`src/rtl/pattern_bist_pkg.sv`:
```
// Shared types, default constants and reference step functions
// for the pattern-block BIST driver.
package pattern_bist_pkg;

    localparam int IN_W_DEF     = 11;
    localparam int OUT_W_DEF    = 8;
    localparam int CNT_W_DEF    = 16;
    localparam int PIPE_LAT_DEF = 2;

    localparam logic [IN_W_DEF-1:0]  LFSR_TAPS_DEF = 11'h500;
    localparam logic [OUT_W_DEF-1:0] MISR_POLY_DEF = 8'h1D;

    typedef enum logic [1:0] {
        ST_IDLE,
        ST_RUN,
        ST_DRAIN,
        ST_DONE
    } bist_state_e;

    function automatic logic [IN_W_DEF-1:0] lfsr_next(
        input logic [IN_W_DEF-1:0] s
    );
        return {s[IN_W_DEF-2:0], ^(s & LFSR_TAPS_DEF)};
    endfunction

    function automatic logic [OUT_W_DEF-1:0] misr_next(
        input logic [OUT_W_DEF-1:0] sig,
        input logic [OUT_W_DEF-1:0] d
    );
        return {sig[OUT_W_DEF-2:0], 1'b0}
             ^ (sig[OUT_W_DEF-1] ? MISR_POLY_DEF : '0)
             ^ d;
    endfunction

endpackage

```
`src/rtl/pattern_misr.sv`:
```
// Multiple-input signature register compacting the response bus.
// Clear takes priority over enable.
module pattern_misr
    import pattern_bist_pkg::*;
#(
    parameter int               OUT_W     = OUT_W_DEF,
    parameter logic [OUT_W-1:0] MISR_POLY = MISR_POLY_DEF
) (
    input  logic             clk_i,
    input  logic             rst_ni,
    input  logic             clear_i,
    input  logic             enable_i,
    input  logic [OUT_W-1:0] data_i,
    output logic [OUT_W-1:0] sig_o
);

    logic [OUT_W-1:0] sig_q;
    logic [OUT_W-1:0] sig_d;

    always_comb begin
        sig_d = sig_q;
        if (clear_i) begin
            sig_d = '0;
        end else if (enable_i) begin
            sig_d = {sig_q[OUT_W-2:0], 1'b0}
                  ^ (sig_q[OUT_W-1] ? MISR_POLY : '0)
                  ^ data_i;
        end
    end

    always_ff @(posedge clk_i or negedge rst_ni) begin
        if (!rst_ni) begin
            sig_q <= '0;
        end else begin
            sig_q <= sig_d;
        end
    end

    assign sig_o = sig_q;

endmodule

```
`src/rtl/pattern_bist_driver.sv`:
```
// BIST session driver: LFSR stimulus onto a pattern block, valid pipe
// aligned to its latency, and MISR compaction of its responses.
module pattern_bist_driver
    import pattern_bist_pkg::*;
#(
    parameter int               IN_W      = IN_W_DEF,
    parameter int               OUT_W     = OUT_W_DEF,
    parameter int               CNT_W     = CNT_W_DEF,
    parameter int               PIPE_LAT  = PIPE_LAT_DEF,
    parameter logic [IN_W-1:0]  LFSR_TAPS = LFSR_TAPS_DEF,
    parameter logic [OUT_W-1:0] MISR_POLY = MISR_POLY_DEF
) (
    input  logic             blif_clk_net,
    input  logic             blif_reset_net,
    input  logic             start,
    input  logic [CNT_W-1:0] num_vec,
    input  logic [IN_W-1:0]  seed,
    output logic [IN_W-1:0]  dut_in,
    input  logic [OUT_W-1:0] dut_out,
    output logic             busy,
    output logic             done,
    output logic [OUT_W-1:0] signature,
    output logic [CNT_W-1:0] vec_cnt
);

    bist_state_e      state_q, state_d;
    logic [IN_W-1:0]  lfsr_q, lfsr_d;
    logic [IN_W-1:0]  din_q, din_d;
    logic [CNT_W-1:0] cnt_q, cnt_d;
    logic [CNT_W-1:0] num_q, num_d;
    logic [PIPE_LAT-1:0] pipe_q, pipe_d;
    logic             push;
    logic             misr_clr;

    always_comb begin
        state_d  = state_q;
        lfsr_d   = lfsr_q;
        din_d    = din_q;
        cnt_d    = cnt_q;
        num_d    = num_q;
        push     = 1'b0;
        misr_clr = 1'b0;
        unique case (state_q)
            ST_IDLE, ST_DONE: begin
                if (start) begin
                    num_d    = num_vec;
                    cnt_d    = '0;
                    misr_clr = 1'b1;
                    lfsr_d   = (seed == '0) ? IN_W'(1) : seed;
                    state_d  = (num_vec != '0) ? ST_RUN : ST_DONE;
                end
            end
            ST_RUN: begin
                din_d  = lfsr_q;
                lfsr_d = {lfsr_q[IN_W-2:0], ^(lfsr_q & LFSR_TAPS)};
                push   = 1'b1;
                if (cnt_q != num_q) begin
                    cnt_d = cnt_q + CNT_W'(1);
                end
                if (cnt_d == num_q) begin
                    state_d = ST_DRAIN;
                end
            end
            ST_DRAIN: begin
                if (pipe_q == '0) begin
                    state_d = ST_DONE;
                end
            end
            default: state_d = ST_IDLE;
        endcase
    end

    // Valid bits travel alongside the vectors so the MISR only
    // samples responses that belong to this session.
    always_comb begin
        pipe_d    = '0;
        pipe_d[0] = push;
        for (int i = 1; i < PIPE_LAT; i++) begin
            pipe_d[i] = pipe_q[i-1];
        end
    end

    always_ff @(posedge blif_clk_net or negedge blif_reset_net) begin
        if (!blif_reset_net) begin
            state_q <= ST_IDLE;
            lfsr_q  <= IN_W'(1);
            din_q   <= '0;
            cnt_q   <= '0;
            num_q   <= '0;
            pipe_q  <= '0;
        end else begin
            state_q <= state_d;
            lfsr_q  <= lfsr_d;
            din_q   <= din_d;
            cnt_q   <= cnt_d;
            num_q   <= num_d;
            pipe_q  <= pipe_d;
        end
    end

    pattern_misr #(
        .OUT_W     (OUT_W),
        .MISR_POLY (MISR_POLY)
    ) u_misr (
        .clk_i    (blif_clk_net),
        .rst_ni   (blif_reset_net),
        .clear_i  (misr_clr),
        .enable_i (pipe_q[PIPE_LAT-1]),
        .data_i   (dut_out),
        .sig_o    (signature)
    );

    assign dut_in  = din_q;
    assign vec_cnt = cnt_q;
    assign busy    = (state_q == ST_RUN) || (state_q == ST_DRAIN);
    assign done    = (state_q == ST_DONE);

endmodule
```
`config.mk`:
```
export PLATFORM = sky130hd
export DESIGN_NAME = pattern_bist_driver
export DESIGN_NICKNAME = d
export VERILOG_FILES = /design/src/rtl/pattern_bist_pkg.sv /design/src/rtl/pattern_misr.sv /design/src/rtl/pattern_bist_driver.sv
export SDC_FILE = /design/constraint.sdc
export NUM_CORES = 1
export LEC_CHECK = 0
export CORE_MARGIN = 3
export CORE_UTILIZATION = 56
export CTS_CLUSTER_DIAMETER = 80
export DETAILED_ROUTE_END_ITERATION = 6
export DONT_BUFFER_PORTS = 1
export HOLD_SLACK_MARGIN = 0.15
export PLACE_DENSITY = 0.71
export SLEW_MARGIN = 20
export SYNTH_ARGS = -nofsm -noshare
export SYNTH_HDL_FRONTEND = slang
export SYNTH_SLANG_ARGS = --single-unit
```
`constraint.sdc`:
```
create_clock -name blif_clk_net -period 6.5 [get_ports blif_clk_net]
set_input_delay 0 -clock blif_clk_net [delete_from_list [all_inputs] [get_ports blif_clk_net]]
set_output_delay 0 -clock blif_clk_net [all_outputs]
set_load 0.02 [all_outputs]
```
==> results.md, run 1 <==
- Status: completed
- Number of CTS-inserted buffers: 9
- Row count: 29
- TritonCTS clock tree: built
- Cell leakage power: around 1.9 nW
- Starting DRT DRC Count: around 250
- Worst Setup SP: vec_cnt[6]
- TritonCTS Sinks: 66
- Most frequent cells in the layout: 80 x nand2_1, 65 x dfrtp_1, 37 x dlygate4sd3_1, 24 x xnor2_1, 20 x nor2_1
- Layout cells sized above 1: under 10%
- Reg2reg end: state_q[1]
- Min-delay worst type: primary input to flip-flop
- Total Wirelength: 9.68 mm
- Min Hold Slack: between 0.15 and 0.2 ns
- Initial antenna violation count: 0
- Routed WL per cell: about 19 microns
- Tcrit/Tclk final: between 40 and 50%
- Max_slew headroom: about 44%
- Pin count of the biggest net entering global routing: 67
- Leading area contributor after synthesis: dfrtp_1
- #FFs+latches synth: between 60 and 70
- GRT overflow: 0
- Register area share after synthesis: 44.5%
- Netlist cell types: between 50 and 60
- # DRC: 0
- Worst Tran Pin Value: between 0.8 and 0.9 ns
- WHS Endpoint: num_q[6]
- Hold path depth: 3
- DR vias: about 3100
- DR vias/cell: around 6.0
- Dominant cells by area after synthesis: dfrtp_1 44%, nand2_1 8.1%, xnor2_1 5.7%
- Max stage delay cell, worst path: dfrtp_1
- Fin nets: 473
- Prevailing post-synth register cell: dfrtp_1
- Number of max-cap violations: 0
- Crit path max fanout: 16
- Clock Latency Late Sink: approximately 0.34 ns
- Critical path buffers and inverters: 0
- Final non-filler cell total: 512
- Post-DRT Antenna Nets: 0
- Clock skew: between 0.009 and 0.01 ns
- Max Buffers Root-to-Sink: 2
- First-pass GRT wire length: roughly 16 mm
- Syn Std Cell Area: 3710 sq um
- Clk pin slew, worst setup/hold paths: ~0.08 ns
- Pwr dens: 473 nW/um^2
- HP Start: start
- IO Pins: 75
- Syn Inst Count: roughly 400
- Reg-to-reg startpoint: vec_cnt[6]
- Die ar.: around 7600 sq um
- Die height: ~87 microns
- Port Buffers: 0
- CP max stage delay: approximately 0.58 ns
- Vias in the first global route: between 3000 and 4000
- Mapped Nets: approximately 450
- Startpoint type of the worst setup path: flip-flop
- Initial Util: roughly 58%
- Critical path arrival: between 3 and 4 ns
- PnR worst setup slack: 3.63 ns
- DR pass1 iterations: 4
- Core ar.: ~6400 sq um
- R2R Setup Slk: around 3.6 ns
- Tmin final: approximately 2.9 ns
- Placer Congestion: ~0.94
- Slew Viols, Final: 0
- Post-Place Cells: between 400 and 500
- Synth async-reset ratio: 100%
- Final Hold Viols: 0
- Fin Setup TNS: 0 ns
- Most common cell after layout, fill and taps aside: nand2_1
- Post-Place Setup Slack: roughly 3.6 ns
- H-tree depth: 3
- Total power: just over 2 mW
- Cell Chain, Critical Path: xor2_1 > or4_4 > nor3_4 > nand2_4 > a221oi_2 > nand4_1 > o2bb2ai_2 > mux2i_1
- Worst reg-to-reg path cell count: 8
- Data required time of the worst path: about 6.8 ns
- Diode count: 0
- Die width: approximately 87 microns
- Mean Syn Cell Area: approximately 9.2 sq um
- Crit path capture type: flip-flop
- Peak supply drop: 0.000380 V
- Delay-heaviest family, CP: simple AND/OR/NAND/NOR gates
- F_max: ~350 MHz
- # setup viols final: 0
- Top-area cell type share of the netlist area: a little over two fifths
- Area Overhead vs Synth: 16.6%
- Post-CTS Setup Bufs: 0
- DP HPWL: 6.33 mm
- WS Path Type: flip-flop to flip-flop
- RSZ-0062 raised after global routing: no
- Clk root buf: clkbuf_8
- Number of flops mapped to enable cells by yosys: 0
- Number of synthesis warnings: 0
- All-Layer GR Usage: 27.0%
## cell families after synthesis
family,count (synthesis),synth area share [%]
AOI/OAI and AO/OA,85,15.0
xor gates and xnor gates,32,7.55
adders and majority gates,5,1.69
buffers and inverters,30,3.34
DFF,66,44.5
muxes,26,7.38
and+or+nand+nor,159,20.5
## state kept, by name, summed over array words and instances, names as in the netlist
name,count
vec_cnt,16
u_misr.sig_o,8
state_q,2
lfsr_q,11
num_q,16
pipe_q,2
dut_in,11
## layer usage
metal | GRT usage (%) | part of all wire, % | vias up | routed length (microns)
met5 | 0 | 0 | - | 0
met4 | 10.2 | 2.2 | 0 | 217
met3 | 6.15 | 5.9 | 20 | 572
met2 | 45.5 | 51 | 117 | 4960
met1 | 33.6 | 41 | 1463 | 3930
li1 | - | - | 1482 | -
## synthesized netlist by cell type, types with 5 or more instances
cell	instances
nand2_1	80
dfrtp_1	65
xnor2_1	24
nor2_1	20
clkbuf_1	19
o21ai_1	19
a21oi_1	15
mux2i_1	15
o21ai_0	13
mux2_2	11
nand4_1	10
and2_1	8
xor2_1	8
nor4_1	7
a211oi_1	6
inv_1	6
nand3_1	6
nor3_1	6
ha_1	5
o31ai_1	5
## per-stage QoR
step | area [sq um] | util (%)
3_3_place_gp | 3730 | 58.3
3_5_place_dp | 3730 | 58.3
6_report | 4330 | 67.8
2_1_floorplan | 3710 | -
4_1_cts | 4330 | 67.8
5_1_grt | 4330 | 67.8
## worst max path at each step
| stage | endpoint | slack (ns) | cells after the start |
|---|---|---|---|
| 2_1_floorplan | state_q[1] | 3.97 | 9 |
| 3_3_place_gp | state_q[1] | 3.71 | 8 |
| 3_5_place_dp | state_q[1] | 3.63 | 8 |
| 4_1_cts | state_q[1] | 3.61 | 8 |
| 5_1_grt | state_q[1] | 3.45 | 8 |
| 6_report | state_q[1] | 3.63 | 8 |
## worst reg2reg max path: cells and delay by family, from the launching register on
family | cells | cell delay (ns)
compound gates | 2 | 0.50
xor+xnor | 1 | 0.23
flops | 1 | 0.58
mux | 1 | 0.20
simple gates | 4 | 1.28
## area by class of cell
type                    instances  area [sq um]
clock inverters                 5          52.6
fillers                       502          2060
multi-input cells             307          1940
well taps                      77          96.3
inverters                       6          22.5
repair buffers                 40           413
flip-flops and latches         66          1650
clock buffers                  11           151
## report_power, final
part           switching [mW]  total [mW]  internal (mW)
Clock                   0.163       0.360          0.196
Sequential              0.254       0.828          0.574
Combinational           0.492       0.858          0.366
Total                   0.909        2.05           1.14
## what timing repair did
| action | 4_1_cts | 5_1_grt |
|---|---|---|
| hold buffers | 38 | 0 |
| resized for setup | 0 | 0 |
| endpoints found under the hold margin | 103 | 0 |
(Power assumes the default switching activity.)
==> inputs of run 2 (changes only) <==
==> constraint.sdc (replaced) <==
create_clock -name blif_clk_net -period 2.7 [get_ports blif_clk_net]
set_input_delay 0 -clock blif_clk_net [delete_from_list [all_inputs] [get_ports blif_clk_net]]
set_output_delay 0 -clock blif_clk_net [all_outputs]
set_load 0.02 [all_outputs]
==> run 2 against run 1 <==
Register-to-register slack got worse by 3.5 ns; combinational power rose to 3.0 times the previous value; clock power increased to 2.6 times the previous value; first-iteration DRC count is 48% higher; core utilization increased by 5.9 points; worst setup slack got worse by 3.5 ns; final cell count increased by 7.8%; clock skew is 0.0011 ns lower; sequential power grew 130%; non-clock buffer count grew 40; critical path type unchanged; critical endpoint is now state_q[0]; largest cell class unchanged.
==> results.md, run 2 (synthesis gave the netlist of run 1 again) <==
- Max_slew headroom: 59.2% (+15 points)
- DR vias/cell: 6.12 (+1.7%)
- TritonCTS clock tree: built
- Slew Viols, Final: 0 (unchanged)
- IO Pins: 75 (unchanged)
- R2R Setup Slk: 0.14 ns (-3.48 ns)
- Die width: 87.4 microns (unchanged)
- Initial Util: 58.1% (unchanged)
- Tcrit/Tclk final: 94.7% (+51 points)
- Final Hold Viols: 0 (unchanged)
- Post-CTS Setup Bufs: 0 (unchanged)
- Min Hold Slack: 0.177 ns (-0.0213 ns)
- Placer Congestion: 0.958 (+2.4%)
- Clk pin slew, worst setup/hold paths: 0.08 ns (about the same)
- First-pass GRT wire length: 17.3 mm (+11%)
- Clock Latency Late Sink: 0.34 ns (about the same)
- Number of max-cap violations: 0 (unchanged)
- Most frequent cells in the layout: 80 x nand2_1, 65 x dfrtp_1, 57 x dlygate4sd3_1, 23 x xnor2_1, 22 x buf_4
- Peak supply drop: 0.000866 V (+130%)
- Total Wirelength: 10.7 mm (+10%)
- Most common cell after layout, fill and taps aside: nand2_1
- Port Buffers: 0 (unchanged)
- PnR worst setup slack: 0.144 ns (-3.48 ns)
- H-tree depth: 3 (unchanged)
- Crit. path cell count: 8 (unchanged)
- Max stage delay cell, worst path: or4_4
- Pin count of the biggest net entering global routing: 67 (unchanged)
- Min-delay worst type: primary input to asynchronous set/reset pin
- Vias in the first global route: 3322 (+8.8%)
- Reg-to-reg startpoint: num_q[6]
- Cell Chain, Critical Path: xor2_1 > or4_4 > nor3_4 > nand2_4 > a221oi_2 > nand4_1 > o2bb2ai_2 > mux2i_1
- Multi-input gate area: 1950 sq um (+0.65%)
- Clock skew: 0.00845 ns (-0.00110 ns)
- Worst reg-to-reg path cell count: 8 (unchanged)
- # setup viols final: 0 (unchanged)
- Layout cells sized above 1: 12.8% (+3.9 points)
- Crit path capture type: flip-flop
- Post-Place Setup Slack: 0.153 ns (-3.47 ns)
- DR pass1 iterations: 7 (+3)
- Worst Tran Pin Value: 0.611 ns (-0.229 ns)
- Fin nets: 513 (+8.5%)
- Data required time of the worst path: 2.97 ns (-3.79 ns)
- Clk root buf: clkbuf_8
- # DRC: 0 (unchanged)
- Core ar.: 6390 sq um (unchanged)
- Placed Area: 3880 sq um (+4.0%)
- Starting DRT DRC Count: 366 (+48%)
- Crit path max fanout: 9 (-7)
- Max Buffers Root-to-Sink: 2 (unchanged)
- Row count: 29 (unchanged)
- WS Path Type: flip-flop to flip-flop
- Cell leakage power: 2.06 nW (+11%)
- GRT overflow: 0 (unchanged)
- Delay-heaviest family, CP: simple AND/OR/NAND/NOR gates
- Tmin final: 2.56 ns (-0.315 ns)
- Area Overhead vs Synth: 26.7%
- CP max stage delay: 0.55 ns (-0.03 ns)
- Status: completed
- TritonCTS Sinks: 66 (unchanged)
- All-Layer GR Usage: 29.7% (+2.7 points)
- Number of CTS-inserted buffers: 9 (unchanged)
- Critical path arrival: 2.83 ns (-0.30 ns)
- Die height: 87.4 microns (unchanged)
- DP HPWL: 6.79 mm (+7.2%)
- # fillers: 470 (-6.4%)
- Initial antenna violation count: 0 (unchanged)
- Critical path buffers and inverters: 0 (unchanged)
- Register area: 1650 sq um (unchanged)
- Fin Setup TNS: 0 ns (unchanged)
- Post-route cell area: 4700 sq um (+8.7%)
- F_max: 391 MHz (+12%)
- Die ar.: 7640 sq um (unchanged)
- Routed WL per cell: 19.4 microns (+2.5%)
- Startpoint type of the worst setup path: flip-flop
- RSZ-0062 raised after global routing: no
- Diode count: 0 (unchanged)
- Post-DRT Antenna Nets: 0 (unchanged)
- DR vias: 3379 (+9.6%)
- Worst Setup SP: num_q[6]
- Pwr dens: 1150 nW/um^2 (+140%)
==> run 2: cell type report <==
type	instances	area share (%)
multi-input cells	307	41.5
flip-flops and latches	66	35.1
repair buffers	80	16.2
clock buffers	9	2.63
well taps	77	2.05
clock inverters	7	1.99
inverters	6	0.479
==> run 2: final timing paths <==
kind	end
hold reg to reg	pipe_q[1]
max in group asynchronous	lfsr_q[0]
min in group blif_clk_net	lfsr_q[0]
hold / removal	vec_cnt[13]
setup reg to reg	state_q[0]
setup / recovery	state_q[0]
==> run 2: where the power goes <==
part	switching [mW]	leakage, nW	total, mW	internal [mW]
clock	0.406	0.105	0.924	0.518
sequential	0.557	0.838	1.94	1.38
combinational	1.37	1.12	2.56	1.19
==> run 2: timing repair <==
action,CTS,global route
gates resized for setup,0,2
setup endpoints to repair,0,2
endpoints found under the hold margin,105,0
hold buffers,58,0
==> run 2: layer usage <==
| metal | up-vias | track usage [%] | share of wire [%] |
|---|---|---|---|
| met1 | 1663 | 37.4 | 42 |
| li1 | 1555 | - | - |
| met3 | 27 | 7.95 | 6.2 |
| met2 | 134 | 49.8 | 50 |
| met4 | 0 | 8.79 | 2.0 |
| met5 | - | 0 | 0 |
==> run 2: per-stage QoR <==
step           power (mW)  std cells  utilization [%]
6_report             5.42        552             73.7
5_1_grt              5.78        552             73.7
4_1_cts              5.34        552             73.5
3_5_place_dp         4.06        478             60.7
3_3_place_gp         3.99        478             60.7
2_1_floorplan        3.51        403                -
==> inputs of run 3 (changes only) <==
--- a/config.mk
+++ b/config.mk
@@ -5,6 +5,7 @@
 export SDC_FILE = /design/constraint.sdc
 export NUM_CORES = 1
 export LEC_CHECK = 0
+export CORE_ASPECT_RATIO = 0.9
 export CORE_MARGIN = 3
 export CORE_UTILIZATION = 56
 export CTS_CLUSTER_DIAMETER = 80
==> run 3 against run 2 <==
Count of clock-buffer cells in the layout did not move; final cell count rose by 2.2%; combinational power fell by 2%; non-clock buffer count rose by 2; worst hold slack improved by 0.030 ns; register-to-register slack got worse by 0.06 ns; critical endpoint is now state_q[1]; largest cell class unchanged.
==> results.md, run 3 (synthesis gave the netlist of run 1 again) <==
- Status: completed
- Port Buffers: 0 (unchanged)
- Peak supply drop: 0.000738 V (-15%)
- Most common cell after layout, fill and taps aside: nand2_1
- # setup viols final: 0 (unchanged)
- Cell Chain, Critical Path: xor2_1 > or4_4 > nor3_4 > buf_4 > and2_4 > a211o_1 > o211ai_1 > o2bb2ai_2 > mux2i_1
- Final non-filler cell total: 564 (+2.2%)
- Clk root buf: clkbuf_8
- DR top layer: met4
- Startpoint type of the worst setup path: flip-flop
- Max Buffers Root-to-Sink: 2 (unchanged)
- Pin count of the biggest net entering global routing: 67 (unchanged)
- Post-DRT Antenna Nets: 0 (unchanged)
- Initial antenna violation count: 0 (unchanged)
- DR pass1 iterations: 5 (-2)
- WS Path Type: flip-flop to flip-flop
- Die height: 83.2 microns (-4.8%)
- Placer Congestion: 0.948 (-1.1%)
- TritonCTS clock tree: built
- Tmin final: 2.62 ns (+0.0632 ns)
- Area Overhead vs Synth: 27.8%
- Most frequent cells in the layout: 80 x nand2_1, 64 x dfrtp_1, 53 x dlygate4sd3_1, 27 x buf_4, 24 x xnor2_1
- WL met1: 4.39 mm (-1.5%)
- Post-Place Cells: 489 (+2.3%)
- Delay-heaviest family, CP: simple AND/OR/NAND/NOR gates
- Min Hold Slack: 0.207 ns (+0.0299 ns)
- PnR worst setup slack: 0.0804 ns (-0.0632 ns)
- Max_slew headroom: 65.1% (+5.9 points)
- Core ar.: 6280 sq um (-1.6%)
- Total power: 5.42 mW (about the same)
- Die width: 91.8 microns (+5.0%)
- DP HPWL: 6.79 mm (about the same)
- Max stage delay cell, worst path: or4_4
- H-tree depth: 3 (unchanged)
- Layout cells sized above 1: 14.5% (+1.6 points)
- Post-Place Setup Slack: 0.171 ns (+0.0179 ns)
- First-pass GRT wire length: 17.1 mm (-1.2%)
- All-Layer GR Usage: 28.0% (-1.7 points)
- Clk pin slew, worst setup/hold paths: 0.08 ns (about the same)
- Initial Util: 59.1% (+0.95 points)
- Number of max-cap violations: 0 (unchanged)
- F_max: 382 MHz (-2.4%)
- Final Hold Viols: 0 (unchanged)
- Row count: 27 (-6.9%)
- Worst Tran Pin Value: 0.517 ns (-0.0935 ns)
- Data required time of the worst path: 2.96 ns (about the same)
- Critical path buffers and inverters: 1 (+1)
- GRT overflow: 0 (unchanged)
- Reg-to-reg startpoint: vec_cnt[1]
- Worst Setup SP: vec_cnt[1]
- Clock skew: 0.0122 ns (+0.00375 ns)
- Starting DRT DRC Count: 206 (-44%)
- Min-delay worst type: primary input to asynchronous set/reset pin
- Crit path capture type: flip-flop
- Slew Viols, Final: 0 (unchanged)
- Fin nets: 515 (+0.39%)
- Diode count: 0 (unchanged)
- Number of CTS-inserted buffers: 9 (unchanged)
- Met2 wire length: 5.11 mm (-4.7%)
- IO Pins: 75 (unchanged)
- Vias in the first global route: 3324 (+0.060%)
- Crit path max fanout: 6 (-3)
- Met3 Wirelength: 797 microns (+19%)
- Critical path arrival: 2.88 ns (+0.05 ns)
- # DRC: 0 (unchanged)
- Die ar.: 7640 sq um (about the same)
- TritonCTS Sinks: 66 (unchanged)
- DR vias/cell: 6.01 (-1.8%)
- Routed WL per cell: 18.7 microns (-3.7%)
- Pwr dens: 1140 nW/um^2 (-0.76%)
- Clock Latency Late Sink: 0.35 ns (about the same)
- Total Wirelength: 10.5 mm (-1.6%)
- Cell leakage power: 2.07 nW (+0.43%)
- Tcrit/Tclk final: 97.0% (+2.3 points)
- DR vias: 3391 (+0.36%)
- CP max stage delay: 0.53 ns (-0.02 ns)
- Fin Setup TNS: 0 ns (unchanged)
==> run 3: cell types whose count changed in the layout (fill, tap and decap cells not counted), moves of 2 or more <==
cell	before	now
buf_4	22	27
clkinv_2	2	0
dlygate4sd3_1	57	53
inv_6	0	2
==> run 3: power by group <==
group	switching [mW]	internal, mW
registers	0.596	1.38
logic	1.32	1.18
clock network	0.419	0.526
total	2.34	3.09
==> run 3: metal layers <==
layer | vias to the layer above | GRT usage (%)
met5 | - | 0
met2 | 167 | 44.3
met4 | 0 | 8.77
li1 | 1567 | -
met1 | 1632 | 37.8
met3 | 25 | 7.34
==> run 3: path summary, 6_finish.rpt <==
path                                     to  depth (start not counted)  slack (ns)
worst max-delay path             state_q[1]                          9        0.08
worst min-delay path            vec_cnt[14]                          2        0.21
worst max register to register   state_q[1]                          9        0.08
worst min register to register    pipe_q[1]                          0        0.40
max in group asynchronous         lfsr_q[0]                          2        2.14
min in group blif_clk_net         lfsr_q[0]                          4        0.23
==> run 3: final cells by class <==
| cell class | count | area [sq um] |
|---|---|---|
| clock inverter | 7 | 100 |
| clock buffer | 9 | 124 |
| inverter | 6 | 22.5 |
| sequential | 66 | 1650 |
| tap | 87 | 109 |
| timing repair buffer | 82 | 781 |
| fill | 437 | 1540 |
| multi-input combinational | 307 | 1950 |
==> run 3: stage by stage <==
stage          instance area [sq um]  util, %
2_1_floorplan                   3710        -
6_report                        4740     75.5
3_3_place_gp                    3910     62.2
3_5_place_dp                    3910     62.2
4_1_cts                         4690     74.7
5_1_grt                         4740     75.5
==> run 3: what timing repair did <==
item | CTS | global route
buffers inserted | 0 | 5
hold buffers | 54 | 0
endpoints found under the hold margin | 107 | 0
setup endpoints to repair | 0 | 1
resized for setup | 0 | 4
==> run 3: worst register-to-register path, stage by stage, from the launching register on <==
cell,delay [ns]
dfrtp_1,0.44
xor2_1,0.16
or4_4,0.53
nor3_4,0.37
buf_4,0.19
and2_4,0.13
a211o_1,0.12
o211ai_1,0.13
o2bb2ai_2,0.24
mux2i_1,0.23
